`config.mk`:
```
export PLATFORM = sky130hd
export DESIGN_NAME = mac1d_inv_flat
export DESIGN_NICKNAME = d
export VERILOG_FILES = /design/src/rtl/mac1d_inv_if.sv /design/src/rtl/mac1d_inv.sv /design/src/flat_wrapper.sv
export SDC_FILE = /design/constraint.sdc
export NUM_CORES = 1
export LEC_CHECK = 0
export CORE_UTILIZATION = 32
export DETAILED_ROUTE_END_ITERATION = 6
export PLACE_DENSITY_LB_ADDON = 0.2
export SKIP_CTS_REPAIR_TIMING = 1
export SYNTH_ARGS = -nofsm -noshare
export SYNTH_HDL_FRONTEND = slang
export SYNTH_SLANG_ARGS = --single-unit
```
`constraint.sdc`:
```
create_clock -name clk_in -period 11.1 [get_ports clk_in]
set_input_delay 3.33 -clock clk_in [delete_from_list [all_inputs] [get_ports clk_in]]
set_output_delay 3.33 -clock clk_in [all_outputs]
set_load 0.05 [all_outputs]
```
`src/rtl/mac1d_inv_if.sv`:
```
// Operand/result handshake bundle for mac1d_inv: operands m, b, y in; x and
// status flags out, each side with its own valid/ready pair.
interface mac1d_inv_if #(
    parameter int IW_M = 4, parameter int QW_M = 8,
    parameter int IW_X = 4, parameter int QW_X = 8,
    parameter int IW_B = 4, parameter int QW_B = 8,
    parameter int IW_Y = 4, parameter int QW_Y = 8
);
    logic                  in_valid;
    logic                  in_ready;
    logic [IW_M+QW_M-1:0]  m;
    logic [IW_B+QW_B-1:0]  b;
    logic [IW_Y+QW_Y-1:0]  y;
    logic                  out_valid;
    logic                  out_ready;
    logic [IW_X+QW_X-1:0]  x;
    logic                  div_by_zero;
    logic                  saturated;

    modport slave (
        input  in_valid, m, b, y, out_ready,
        output in_ready, out_valid, x, div_by_zero, saturated
    );
    modport master (
        output in_valid, m, b, y, out_ready,
        input  in_ready, out_valid, x, div_by_zero, saturated
    );
endinterface

```
`src/rtl/mac1d_inv.sv`:
```
// Solves y = m*x + b for x = (y - b) / m with a bit-serial restoring divider.
// Define MAC1D_INV_ROUND_EN for round-to-nearest (ties away) with one extra guard cycle.
module mac1d_inv #(
    parameter int IW_M = 4, parameter int QW_M = 8,
    parameter int IW_X = 4, parameter int QW_X = 8,
    parameter int IW_B = 4, parameter int QW_B = 8,
    parameter int IW_Y = 4, parameter int QW_Y = 8
) (
    input  logic           clk_in,
    input  logic           rst_in,
    mac1d_inv_if.slave     bus
);
    localparam int MW = IW_M + QW_M;
    localparam int XW = IW_X + QW_X;
    localparam int BW = IW_B + QW_B;
    localparam int YW = IW_Y + QW_Y;
    localparam int DI = ((IW_Y > IW_B) ? IW_Y : IW_B) + 1;
    localparam int DQ = (QW_Y > QW_B) ? QW_Y : QW_B;
    localparam int DW = DI + DQ;
`ifdef MAC1D_INV_ROUND_EN
    localparam int GB = 1;
`else
    localparam int GB = 0;
`endif
    localparam int QB = XW + GB;
    localparam int NW = DW + QW_X + QW_M + GB;
    localparam int RW = NW + MW + DQ + QB;
    localparam int CW = $clog2(QB + 1);

    localparam logic [XW-1:0] XMAX = {1'b0, {(XW-1){1'b1}}};
    localparam logic [XW-1:0] XMIN = {1'b1, {(XW-1){1'b0}}};
    localparam logic [XW:0]   HALF = {2'b01, {(XW-1){1'b0}}};
    localparam logic [XW:0]   PLIM = HALF - {{XW{1'b0}}, 1'b1};

    typedef enum logic [1:0] {IDLE, LOAD, DIV, DONE} state_t;

    state_t               state;
    logic signed [MW-1:0] m_r;
    logic signed [BW-1:0] b_r;
    logic signed [YW-1:0] y_r;
    logic [RW-1:0]        rem, dsh;
    logic [QB-1:0]        q;
    logic [CW-1:0]        cnt;
    logic                 neg_r, ovf_r;
    logic                 rdy, ovld, dz_r, sat_r;
    logic [XW-1:0]        x_r;

    // Both operands are brought to DQ fraction bits; DI integer bits keep y-b exact.
    logic signed [DW-1:0] ya, ba, diff;
    logic [DW-1:0]        dmag;
    logic [MW-1:0]        mmag;
    logic [RW-1:0]        n_full, d_full;
    logic                 ovf;

    assign ya     = DW'(y_r) <<< (DQ - QW_Y);
    assign ba     = DW'(b_r) <<< (DQ - QW_B);
    assign diff   = ya - ba;
    assign dmag   = diff[DW-1] ? DW'(-diff) : DW'(diff);
    assign mmag   = m_r[MW-1] ? MW'(-m_r) : MW'(m_r);
    // Quotient |diff|/|m| scaled to QW_X (+guard) fraction bits, kept integral.
    assign n_full = RW'(dmag) << (QW_X + QW_M + GB);
    assign d_full = RW'(mmag) << DQ;
    assign ovf    = n_full >= (d_full << QB);

    logic          ge;
    logic [RW-1:0] rem_n;
    logic [QB-1:0] q_n;

    assign ge    = rem >= dsh;
    assign rem_n = ge ? rem - dsh : rem;
    assign q_n   = {q[QB-2:0], ge};

    function automatic logic [XW:0] finalize(input logic [QB-1:0] qv, input logic ng,
                                             input logic ov);
        logic [XW:0]   rm;
        logic [XW-1:0] mx;
`ifdef MAC1D_INV_ROUND_EN
        rm = {1'b0, qv[QB-1:1]} + {{XW{1'b0}}, qv[0]};
`else
        rm = {1'b0, qv};
`endif
        // Negative magnitude of exactly 2^(XW-1) is representable, so it is not clipped.
        if (ov || (!ng && rm > PLIM) || (ng && rm > HALF)) begin
            finalize = {1'b1, ng ? XMIN : XMAX};
        end else begin
            mx = rm[XW-1:0];
            finalize = {1'b0, ng ? -mx : mx};
        end
    endfunction

    always_ff @(posedge clk_in) begin
        if (rst_in) begin
            state <= IDLE;
            rdy   <= 1'b0;
            ovld  <= 1'b0;
            x_r   <= '0;
            dz_r  <= 1'b0;
            sat_r <= 1'b0;
            m_r   <= '0;
            b_r   <= '0;
            y_r   <= '0;
            rem   <= '0;
            dsh   <= '0;
            q     <= '0;
            cnt   <= '0;
            neg_r <= 1'b0;
            ovf_r <= 1'b0;
        end else begin
            case (state)
                IDLE: begin
                    if (bus.in_valid && rdy) begin
                        m_r   <= bus.m;
                        b_r   <= bus.b;
                        y_r   <= bus.y;
                        rdy   <= 1'b0;
                        state <= LOAD;
                    end else begin
                        rdy <= 1'b1;
                    end
                end
                LOAD: begin
                    if (m_r == '0) begin
                        dz_r  <= 1'b1;
                        sat_r <= (diff != '0);
                        x_r   <= (diff == '0) ? '0 : (diff[DW-1] ? XMIN : XMAX);
                        ovld  <= 1'b1;
                        state <= DONE;
                    end else begin
                        rem   <= n_full;
                        dsh   <= d_full << (QB - 1);
                        ovf_r <= ovf;
                        neg_r <= diff[DW-1] ^ m_r[MW-1];
                        q     <= '0;
                        cnt   <= '0;
                        state <= DIV;
                    end
                end
                DIV: begin
                    rem <= rem_n;
                    dsh <= dsh >> 1;
                    q   <= q_n;
                    cnt <= cnt + 1'b1;
                    if (cnt == CW'(QB - 1)) begin
                        {sat_r, x_r} <= finalize(q_n, neg_r, ovf_r);
                        dz_r  <= 1'b0;
                        ovld  <= 1'b1;
                        state <= DONE;
                    end
                end
                DONE: begin
                    if (bus.out_ready) begin
                        ovld  <= 1'b0;
                        rdy   <= 1'b1;
                        state <= IDLE;
                    end
                end
                default: state <= IDLE;
            endcase
        end
    end

    assign bus.in_ready    = rdy;
    assign bus.out_valid   = ovld;
    assign bus.x           = x_r;
    assign bus.div_by_zero = dz_r;
    assign bus.saturated   = sat_r;
endmodule
```
`src/flat_wrapper.sv`:
```
// flat-port wrapper written by rule: the top's interface ports become plain ports
module mac1d_inv_flat 
#(
    parameter int IW_M = 4, parameter int QW_M = 8,
    parameter int IW_X = 4, parameter int QW_X = 8,
    parameter int IW_B = 4, parameter int QW_B = 8,
    parameter int IW_Y = 4, parameter int QW_Y = 8
)
  (clk_in, rst_in, bus_in_valid, bus_m, bus_b, bus_y, bus_out_ready, bus_in_ready, bus_out_valid, bus_x, bus_div_by_zero, bus_saturated);
  mac1d_inv_if #(.IW_M(IW_M), .QW_M(QW_M), .IW_X(IW_X), .QW_X(QW_X), .IW_B(IW_B), .QW_B(QW_B), .IW_Y(IW_Y), .QW_Y(QW_Y)) bus_i ();
  input  logic clk_in;
  input  logic rst_in;
  input wire logic [$bits(bus_i.in_valid)-1:0] bus_in_valid;
  input wire logic [$bits(bus_i.m)-1:0] bus_m;
  input wire logic [$bits(bus_i.b)-1:0] bus_b;
  input wire logic [$bits(bus_i.y)-1:0] bus_y;
  input wire logic [$bits(bus_i.out_ready)-1:0] bus_out_ready;
  output wire logic [$bits(bus_i.in_ready)-1:0] bus_in_ready;
  output wire logic [$bits(bus_i.out_valid)-1:0] bus_out_valid;
  output wire logic [$bits(bus_i.x)-1:0] bus_x;
  output wire logic [$bits(bus_i.div_by_zero)-1:0] bus_div_by_zero;
  output wire logic [$bits(bus_i.saturated)-1:0] bus_saturated;
  assign bus_i.in_valid = bus_in_valid;
  assign bus_i.m = bus_m;
  assign bus_i.b = bus_b;
  assign bus_i.y = bus_y;
  assign bus_i.out_ready = bus_out_ready;
  assign bus_in_ready = bus_i.in_ready;
  assign bus_out_valid = bus_i.out_valid;
  assign bus_x = bus_i.x;
  assign bus_div_by_zero = bus_i.div_by_zero;
  assign bus_saturated = bus_i.saturated;
  mac1d_inv #(.IW_M(IW_M), .QW_M(QW_M), .IW_X(IW_X), .QW_X(QW_X), .IW_B(IW_B), .QW_B(QW_B), .IW_Y(IW_Y), .QW_Y(QW_Y)) u_core (.clk_in(clk_in), .rst_in(rst_in), .bus(bus_i));
endmodule
```
# ---- Word level (Yosys, flattened, before mapping)
# Index checks and enable logic that the tools add are counted.
dict set report word_totals {
  register_bits 193
  input_bits 40
  output_inout_bits 16
  word_cells 94
}
dict set report op_classes {
  addsub 6
  order_cmp 4
  eq_ne 10
  muxes 36
  bitwise_logic 2
  n_reduce_logical 21
}
# op n
set op_table {}
lappend op_table {{61-bit one-hot mux with 2 select lines} 2}
lappend op_table {{61-bit 2-to-1 mux} 3}
lappend op_table {{12-bit 2-to-1 mux} 7}
lappend op_table {{61-bit greater-or-equal comparator} 1}
lappend op_table {{61-bit subtractor} 1}
lappend op_table {{29-bit by 32-bit greater-or-equal comparator with 1-bit output} 1}
lappend op_table {{13-bit 2-to-1 mux} 2}
lappend op_table {{12-bit negation} 2}
lappend op_table {{12-bit one-hot mux with 2 select lines} 1}
lappend op_table {{11-bit one-hot mux with 2 select lines} 1}
lappend op_table {{13-bit zero test} 1}
lappend op_table {{13-bit negation} 1}
lappend op_table {{13-bit nonzero test} 1}
lappend op_table {{12-bit by 12-bit subtractor with 13-bit output} 1}
lappend op_table {{12-bit by 11-bit greater-than comparator with 1-bit output (second input constant)} 1}
lappend op_table {{12-bit greater-than comparator (second input constant)} 1}
lappend op_table {{12-bit zero test} 1}
lappend op_table {{11-bit 2-to-1 mux} 1}
lappend op_table {{1-bit 2-to-1 mux} 9}
lappend op_table {{3-bit AND reduction} 3}
lappend op_table {{2-bit by 1-bit inequality test with 1-bit output (second input constant)} 4}
lappend op_table {{2-bit one-hot mux with 4 select lines} 1}
lappend op_table {{4-bit one-hot mux with 2 select lines} 1}
lappend op_table {{2-bit AND reduction} 4}
lappend op_table {{other kinds (18)} 28}

# ---- Longest topological paths before layout
# Gate-level depths: netlist of run 1.
dict set report depth {
  ltp_word 8
  depth_mapped 20
  ltp_nobuf 20
}

# ---- Worst setup path after synthesis of run 1
# OpenSTA, ideal clock, no wires.
dict set report synth_path {
  path_kind {register -> register}
  from {register u_core.dsh[30]}
  to {register u_core.x_r[9] (netlist: u_core.bus.x[9])}
  setup_ns 0.074
  arrival_ns 4.727
  path_slack_ns 6.299
  stages_incl_launch_ff 18
  synth_period_minus_slack_ns 4.801
  cell_sequence {dfxtp_1 > inv_1 > ha_1 > a2111oi_0 > or4b_4 > nor4_4 > o21ai_2 > or3_4 > clkinv_2 > ha_1 > nor3b_1 > a41oi_1 > nor3_1 > o2111ai_1 > o31ai_1 > xor2_1 > nand2_1 > a31oi_1}
}
dict set report synth_via {
  elab_chain_len 8
  word_cells_on_any_way 12
  cone_classes {add/sub (1); order compare (3); mux (4); reduce/logical (4)}
}
# item line_no
set synth_rtl {}
lappend synth_rtl {{start: declaration} mac1d_inv.sv:41} ;# logic [RW-1:0] rem, dsh;
lappend synth_rtl {{start signal: assignment} mac1d_inv.sv:130} ;# dsh <= d_full << (QB - 1);
lappend synth_rtl {{start signal: assignment} mac1d_inv.sv:140} ;# dsh <= dsh >> 1;
lappend synth_rtl {{61-bit greater-or-equal comparator (*)} mac1d_inv.sv:69} ;# assign ge = rem >= dsh;
lappend synth_rtl {{12-bit by 11-bit greater-than comparator with 1-bit output} mac1d_inv.sv:83} ;# if (ov || (!ng && rm > PLIM) || (ng && rm > HALF)) begin
lappend synth_rtl {{1-bit logical AND} mac1d_inv.sv:83}
lappend synth_rtl {{1-bit logical OR (2 in a row)} mac1d_inv.sv:83}
lappend synth_rtl {{13-bit 2-to-1 mux (*)} mac1d_inv.sv:83}
lappend synth_rtl {{12-bit 2-to-1 mux (*)} mac1d_inv.sv:143} ;# if (cnt == CW'(QB - 1)) begin
lappend synth_rtl {{12-bit one-hot mux with 2 select lines (*)} mac1d_inv.sv:109} ;# case (state)
lappend synth_rtl {{end signal: assignment} mac1d_inv.sv:125} ;# x_r <= (diff == '0) ? '0 : (diff[DW-1] ? XMIN : XMAX);
lappend synth_rtl {{end signal: assignment} mac1d_inv.sv:144} ;# {sat_r, x_r} <= finalize(q_n, neg_r, ovf_r);
lappend synth_rtl {{end: declaration} mac1d_inv.sv:46} ;# logic [XW-1:0] x_r;
# Every way passes the cells marked *; elsewhere a longest branch is shown, timed or not. The select of a mux whose other input is x is not followed.
# A chain may end at the register's enable or synchronous reset.

# ---- Worst setup path in the final report of run 1
# Same ends and word-level chain as after synthesis.

==> impl_metrics.tcl, run 1 <==
set metrics [dict create \
    final_common_cell "nand2_1" \
    crit_top_cell "ha_1" \
    hold_start "u_core.b_r[3]$_SDFFE_PP0P_" \
    synth_edf_count 0 \
    clock-sinks 163 \
    cp-start-kind "flip-flop" \
    wl_microns 31400 \
    avgSynthCellArea_sq_um 7.48 \
    cts_tree "built" \
    cts_buffer_depth 2 \
    fin_nets 1527 \
    die_y_microns 184 \
    tightest_slew_ns 1.10 \
    cp.buffers_inverters 2 \
    io_pins 56 \
    dr.pass1.iters 5 \
    vias 10100 \
    grt_usage_pct 19.4 \
    place_area_sq_um 11500 \
    cp_top_family "simple AND/OR/NAND/NOR gates" \
    clk_pin_slew_ns 0.07 \
    grt_max_degree 68 \
    cap_violations 0 \
    finalMaxSlewViolations 0 \
    min_period_ns 5.79 \
    rows 66 \
    r2r_setup_slack_ns 5.31 \
    die_w_microns 184 \
    dp_hpwl_microns 22600 \
    drtAntennaViolNets 0 \
    final_cell_mix "213 x nand2_1, 163 x dfxtp_1, 136 x a21oi_1, 108 x nor2_1, 80 x inv_1" \
    numCtsBuffers 17 \
    gr-total-overflow 0 \
    fmax_mhz 173 \
    whs_endpoint "u_core.b_r[3]$_SDFFE_PP0P_" \
    crit_arrival_ns 6.17 \
    crit_cells 17 \
    final_util_pct 37.1 \
    start_util_pct 32.6 \
    synth_cell_types 78 \
    cp_max_fo 10 \
    insertion_delay_ns 0.45 \
    drive_gt1_share_pct 5.35 \
    max_stage_delay_ns 0.69 \
    finalNonFillerCells 1880 \
    finalHoldViolCount 0 \
    syn_to_final_growth_pct 13.9 \
    required_ns 11.48 \
    fillerInstances 3433 \
    dp.cells 1848 \
    drt-wirelength-per-cell_microns 16.7 \
    status "completed" \
    synth-seq-cells 163 \
    synth_cells 1420 \
    holdPathStages 2 \
    grt_setup_unrepaired "false" \
    ys_warn_count 0 \
    drc 0 \
    synthArstFlopShare_pct 0 \
    critical_path.cell_chain "inv_1, ha_1, a2111oi_0, or4b_4, nor4_4, o21ai_2, or3_4, clkinv_2, ha_1, nor3b_1, a41oi_1, nor3_1, o2111ai_1, o31ai_1, xor2_1, nand2_1, a31oi_1" \
    grt_pass1_vias 9833 \
    viasPerCell 5.40 \
    cp_slowest_cell "a2111oi_0" \
    antenna-diode-count 0 \
    place.gp.congestion 0.903 \
    drt-initial-drc-count 692 \
    port_buffers 55 \
    finalCritPeriodShare_pct 52.2 \
    relSlewSlack_pct 26.3 \
    worst_hold_path_type "flip-flop to flip-flop" \
    cts.htree.levels 4 \
    end_kind "flip-flop" \
    cts_root_buffer "clkbuf_16" \
    tns_ns 0 \
    r2r-start "u_core.dsh[30]$_SDFFE_PP0P_" \
    r2r-end "u_core.bus.x[9]$_SDFFE_PP0P_" \
    setup_viol 0 \
    rr_worst_depth 17 \
    synth-seq-area-share_pct 30.7 \
    antenna_found_initial 0 \
    critical_path_class "flip-flop to flip-flop" \
    grt_pass1_wl_microns 52200 \
    synth_area_sq_um 10600 \
    die-area_sq_um 33900 \
    syn_nets 1522 \
    fin_area_sq_um 12100 \
    skew_ns 0.00889 \
    core_sq_um 32600 \
    synth_flop_cell "dfxtp_1" \
]
-- cell usage after synthesis, types with 4 or more instances --
library cell	n	area, sq um
nor3_1	39	195
xor2_1	25	219
buf_1	5	18.8
nor2_1	109	409
nand3_1	52	260
xnor2_1	28	245
o21ai_0	59	295
a31oi_1	26	163
a211oi_1	13	97.6
or4_1	23	173
and3_1	15	93.8
nand2_1	213	800
a32oi_1	5	43.8
dfxtp_1	163	3260
and2_1	6	37.5
mux2i_1	16	160
and4b_1	4	40.0
o21a_1	7	52.6
inv_1	80	300
nand2b_1	12	75.1
o2111ai_1	5	43.8
o211ai_1	20	150
nor2b_1	8	50.1
o22ai_1	8	50.1
a21o_1	14	105
or3_1	21	131
a22oi_1	35	263
nand4_1	20	125
ha_1	60	751
clkbuf_1	70	263
o31a_1	7	61.3
a311oi_1	4	35.0
or2_2	10	62.6
a41o_1	7	70.1
o31ai_1	8	60.1
a21oi_1	137	686
nor4_1	13	81.3
-- flip-flops by register name, indices dropped and copies added, names as in the netlist --
signal / flops
u_core.rem: 61
u_core.dsh: 31
u_core.b_r: 12
u_core.bus.x: 12
u_core.m_r: 12
u_core.y_r: 12
u_core.q: 11
u_core.cnt: 4
u_core.state: 2
u_core.bus.div_by_zero: 1
u_core.bus.in_ready: 1
u_core.bus.out_valid: 1
u_core.bus.saturated: 1
u_core.neg_r: 1
u_core.ovf_r: 1
-- per-stage QoR --
step           hold WS [ns]  worst slack [ns]
6_report              0.456              5.31
5_1_grt               0.472              4.82
4_1_cts               0.459              5.37
3_5_place_dp          0.450              5.41
3_3_place_gp          0.443              5.64
2_1_floorplan         0.436              6.30
-- area by class of cell --
class / instances / area [sq um] / area share, %
Multi-Input combinational cell: 1093 / 6730 / 55.6
Sequential cell: 163 / 3260 / 27.0
Timing Repair Buffer: 68 / 646 / 5.34
Tap cell: 442 / 553 / 4.57
Clock buffer: 20 / 467 / 3.86
Inverter: 82 / 309 / 2.55
Clock inverter: 12 / 130 / 1.08
-- per-layer routing --
metal  global-route usage, %  wire, microns  part of all wire, %
met4                    5.20            429                  1.4
met1                    27.2          15600                   49
met2                    30.8          14100                   45
met3                    3.00           1330                  4.2
met5                       0              0                    0
-- worst max-delay path by stage --
stage                                startpoint                      endpoint  slack [ns]
floorplan           u_core.dsh[30]$_SDFFE_PP0P_  u_core.bus.x[9]$_SDFFE_PP0P_        6.30
global placement    u_core.dsh[30]$_SDFFE_PP0P_  u_core.bus.x[9]$_SDFFE_PP0P_        5.64
detailed placement  u_core.dsh[30]$_SDFFE_PP0P_  u_core.bus.x[9]$_SDFFE_PP0P_        5.41
CTS                 u_core.dsh[30]$_SDFFE_PP0P_  u_core.bus.x[9]$_SDFFE_PP0P_        5.37
global route        u_core.dsh[30]$_SDFFE_PP0P_  u_core.bus.x[9]$_SDFFE_PP0P_        4.82
finish              u_core.dsh[30]$_SDFFE_PP0P_  u_core.bus.x[9]$_SDFFE_PP0P_        5.31
-- worst min-delay path, delay by kind of cell, from the launching register on --
kind / cells / cell delay (ns)
flip-flops: 1 / 0.31
AO/OA/AOI/OAI: 1 / 0.05
AND/OR/NAND/NOR: 1 / 0.05
-- cell families after synthesis --
kind of cell / synth area share (%)
XOR/XNOR: 4.37
AO/OA/AOI/OAI: 23.9
multiplexers: 1.72
adder cells (fa/ha/maj): 7.44
AND/OR/NAND/NOR: 25.7
buffers and inverters: 6.09
flip-flops: 30.7
Power of run 1 is not shown: default switching activity piles up to over one toggle a cycle in this logic, so the estimate is an artifact.
==> run 2, diff against run 1 <==
==> constraint.sdc (replaced) <==
create_clock -name clk_in -period 5 [get_ports clk_in]
set_input_delay 1.5 -clock clk_in [delete_from_list [all_inputs] [get_ports clk_in]]
set_output_delay 1.5 -clock clk_in [all_outputs]
set_load 0.05 [all_outputs]
==> impl_metrics.tcl, run 2 (synthesis gave the netlist of run 1 again) <==
set metrics [dict create \
    place.gp.congestion 0.873 \
    antenna-diode-count 0 \
    fin_nets 1535 \
    clk_pin_slew_ns 0.07 \
    finalHoldViolCount 0 \
    cts_buffer_depth 2 \
    drive_gt1_share_pct 5.75 \
    r2r-start "u_core.dsh[30]$_SDFFE_PP0P_" \
    grt_pass1_vias 9640 \
    numCtsBuffers 17 \
    syn_to_final_growth_pct 14.6 \
    vias 10200 \
    largest_register "u_core.rem" \
    required_ns 5.37 \
    grt_usage_pct 19.2 \
    start_util_pct 32.6 \
    finalCritPeriodShare_pct 91.4 \
    largest_reg_flops 61 \
    core_sq_um 32600 \
    drc 0 \
    tns_ns 0 \
    worst_hold_path_type "flip-flop to flip-flop" \
    antenna_found_initial 0 \
    dr.pass1.iters 7 \
    clock-sinks 163 \
    cap_violations 0 \
    die_w_microns 184 \
    grt_setup_unrepaired "false" \
    drt-wirelength-per-cell_microns 16.7 \
    crit_start "u_core.dsh[30]$_SDFFE_PP0P_" \
    crit_arrival_ns 4.94 \
    rows 66 \
    skew_ns 0.0119 \
    insertion_delay_ns 0.45 \
    die-area_sq_um 33900 \
    cts_tree "built" \
    cts_root_buffer "clkbuf_16" \
    critical_path_class "flip-flop to flip-flop" \
    reg.largest.list "u_core.rem x61, u_core.dsh x31" \
    viasPerCell 5.41 \
    fmax_mhz 219 \
    fillerInstances 3429 \
    hold_start "u_core.rem[15]$_SDFFE_PP0P_" \
    status "completed" \
    grt_max_degree 94 \
    final_cell_mix "213 x nand2_1, 163 x dfxtp_1, 136 x a21oi_1, 108 x nor2_1, 80 x inv_1" \
    drtAntennaViolNets 0 \
    setup_viol 0 \
    wl_microns 31500 \
    drt-initial-drc-count 843 \
    finalMaxSlewViolations 0 \
    relSlewSlack_pct 18.8 \
    cp_max_fo 10 \
    min_period_ns 4.57 \
    tightest_slew_ns 1.22 \
    grt_pass1_wl_microns 51400 \
    cts.htree.levels 4 \
    end_kind "flip-flop" \
    hold_ws_ns 0.454 \
    gr-total-overflow 0 \
    port_buffers 55 \
    final_common_cell "nand2_1" \
    dp_hpwl_microns 22700 \
    die_y_microns 184 \
    cp-start-kind "flip-flop" \
    io_pins 56 \
]
==> run 2: changes by cell type in the layout (fill, tap and decap cells not counted), sizes merged <==
cell,before,now
buf,14,22
clkinv,6,4
bufinv,2,3
clkbuf,20,21
clkinvlp,5,4
inv,81,80
==> run 2: path summary, 6_finish.rpt <==
| kind | to | slack [ns] | cells after the start |
|---|---|---|---|
| setup reg to reg | u_core.bus.x[9]$_SDFFE_PP0P_ | 0.43 | 18 |
| setup / recovery | u_core.bus.x[9]$_SDFFE_PP0P_ | 0.43 | 18 |
| hold reg to reg | u_core.rem[15]$_SDFFE_PP0P_ | 0.45 | 2 |
| hold / removal | u_core.rem[15]$_SDFFE_PP0P_ | 0.45 | 2 |
==> run 2: cell type report <==
class | count | area (sq um) | share of cell area, %
Tap cell | 442 | 553 | 4.54
Clock inverter | 9 | 134 | 1.10
Multi-Input combinational cell | 1093 | 6750 | 55.5
Inverter | 82 | 309 | 2.54
Sequential cell | 163 | 3260 | 26.8
Timing Repair Buffer | 76 | 718 | 5.90
Clock buffer | 21 | 440 | 3.62
==> run 2: through the flow <==
stage / area (sq um) / utilization [%] / setup slack [ns] / instances
after global routing: 12200 / 37.3 / 0.0887 / 1886
after CTS: 12100 / 37.2 / -0.0569 / 1885
after floorplan: 10600 / - / 0.199 / 1420
after global placement: 11600 / 35.5 / 0.177 / 1855
final: 12200 / 37.3 / 0.429 / 1886
after detailed placement: 11600 / 35.5 / -0.0227 / 1855
==> run 2: layer usage <==
| metal | routed length (microns) | vias to the layer above | part of all wire, % | track usage, % |
|---|---|---|---|---|
| met1 | 15000 | 4782 | 48 | 25.4 |
| li1 | - | 5143 | - | - |
| met4 | 534 | 0 | 1.7 | 6.20 |
| met2 | 14300 | 255 | 45 | 30.7 |
| met3 | 1680 | 31 | 5.3 | 4.07 |
| met5 | 0 | - | 0 | 0 |
==> run 2: worst max-delay path: stages (launching register included) <==
cell,delay (ns)
dfxtp_1,0.34
inv_1,0.06
ha_1,0.38
a2111oi_2,0.41
buf_4,0.18
or4b_4,0.48
nor4_4,0.28
o21ai_2,0.11
or3_4,0.42
clkinv_2,0.14
ha_1,0.24
nor3b_2,0.21
a41oi_1,0.17
nor3_2,0.23
o2111ai_1,0.16
o31ai_2,0.26
xor2_1,0.18
nand2_1,0.07
a31oi_1,0.18
Power of run 2 is left out for the same reason.
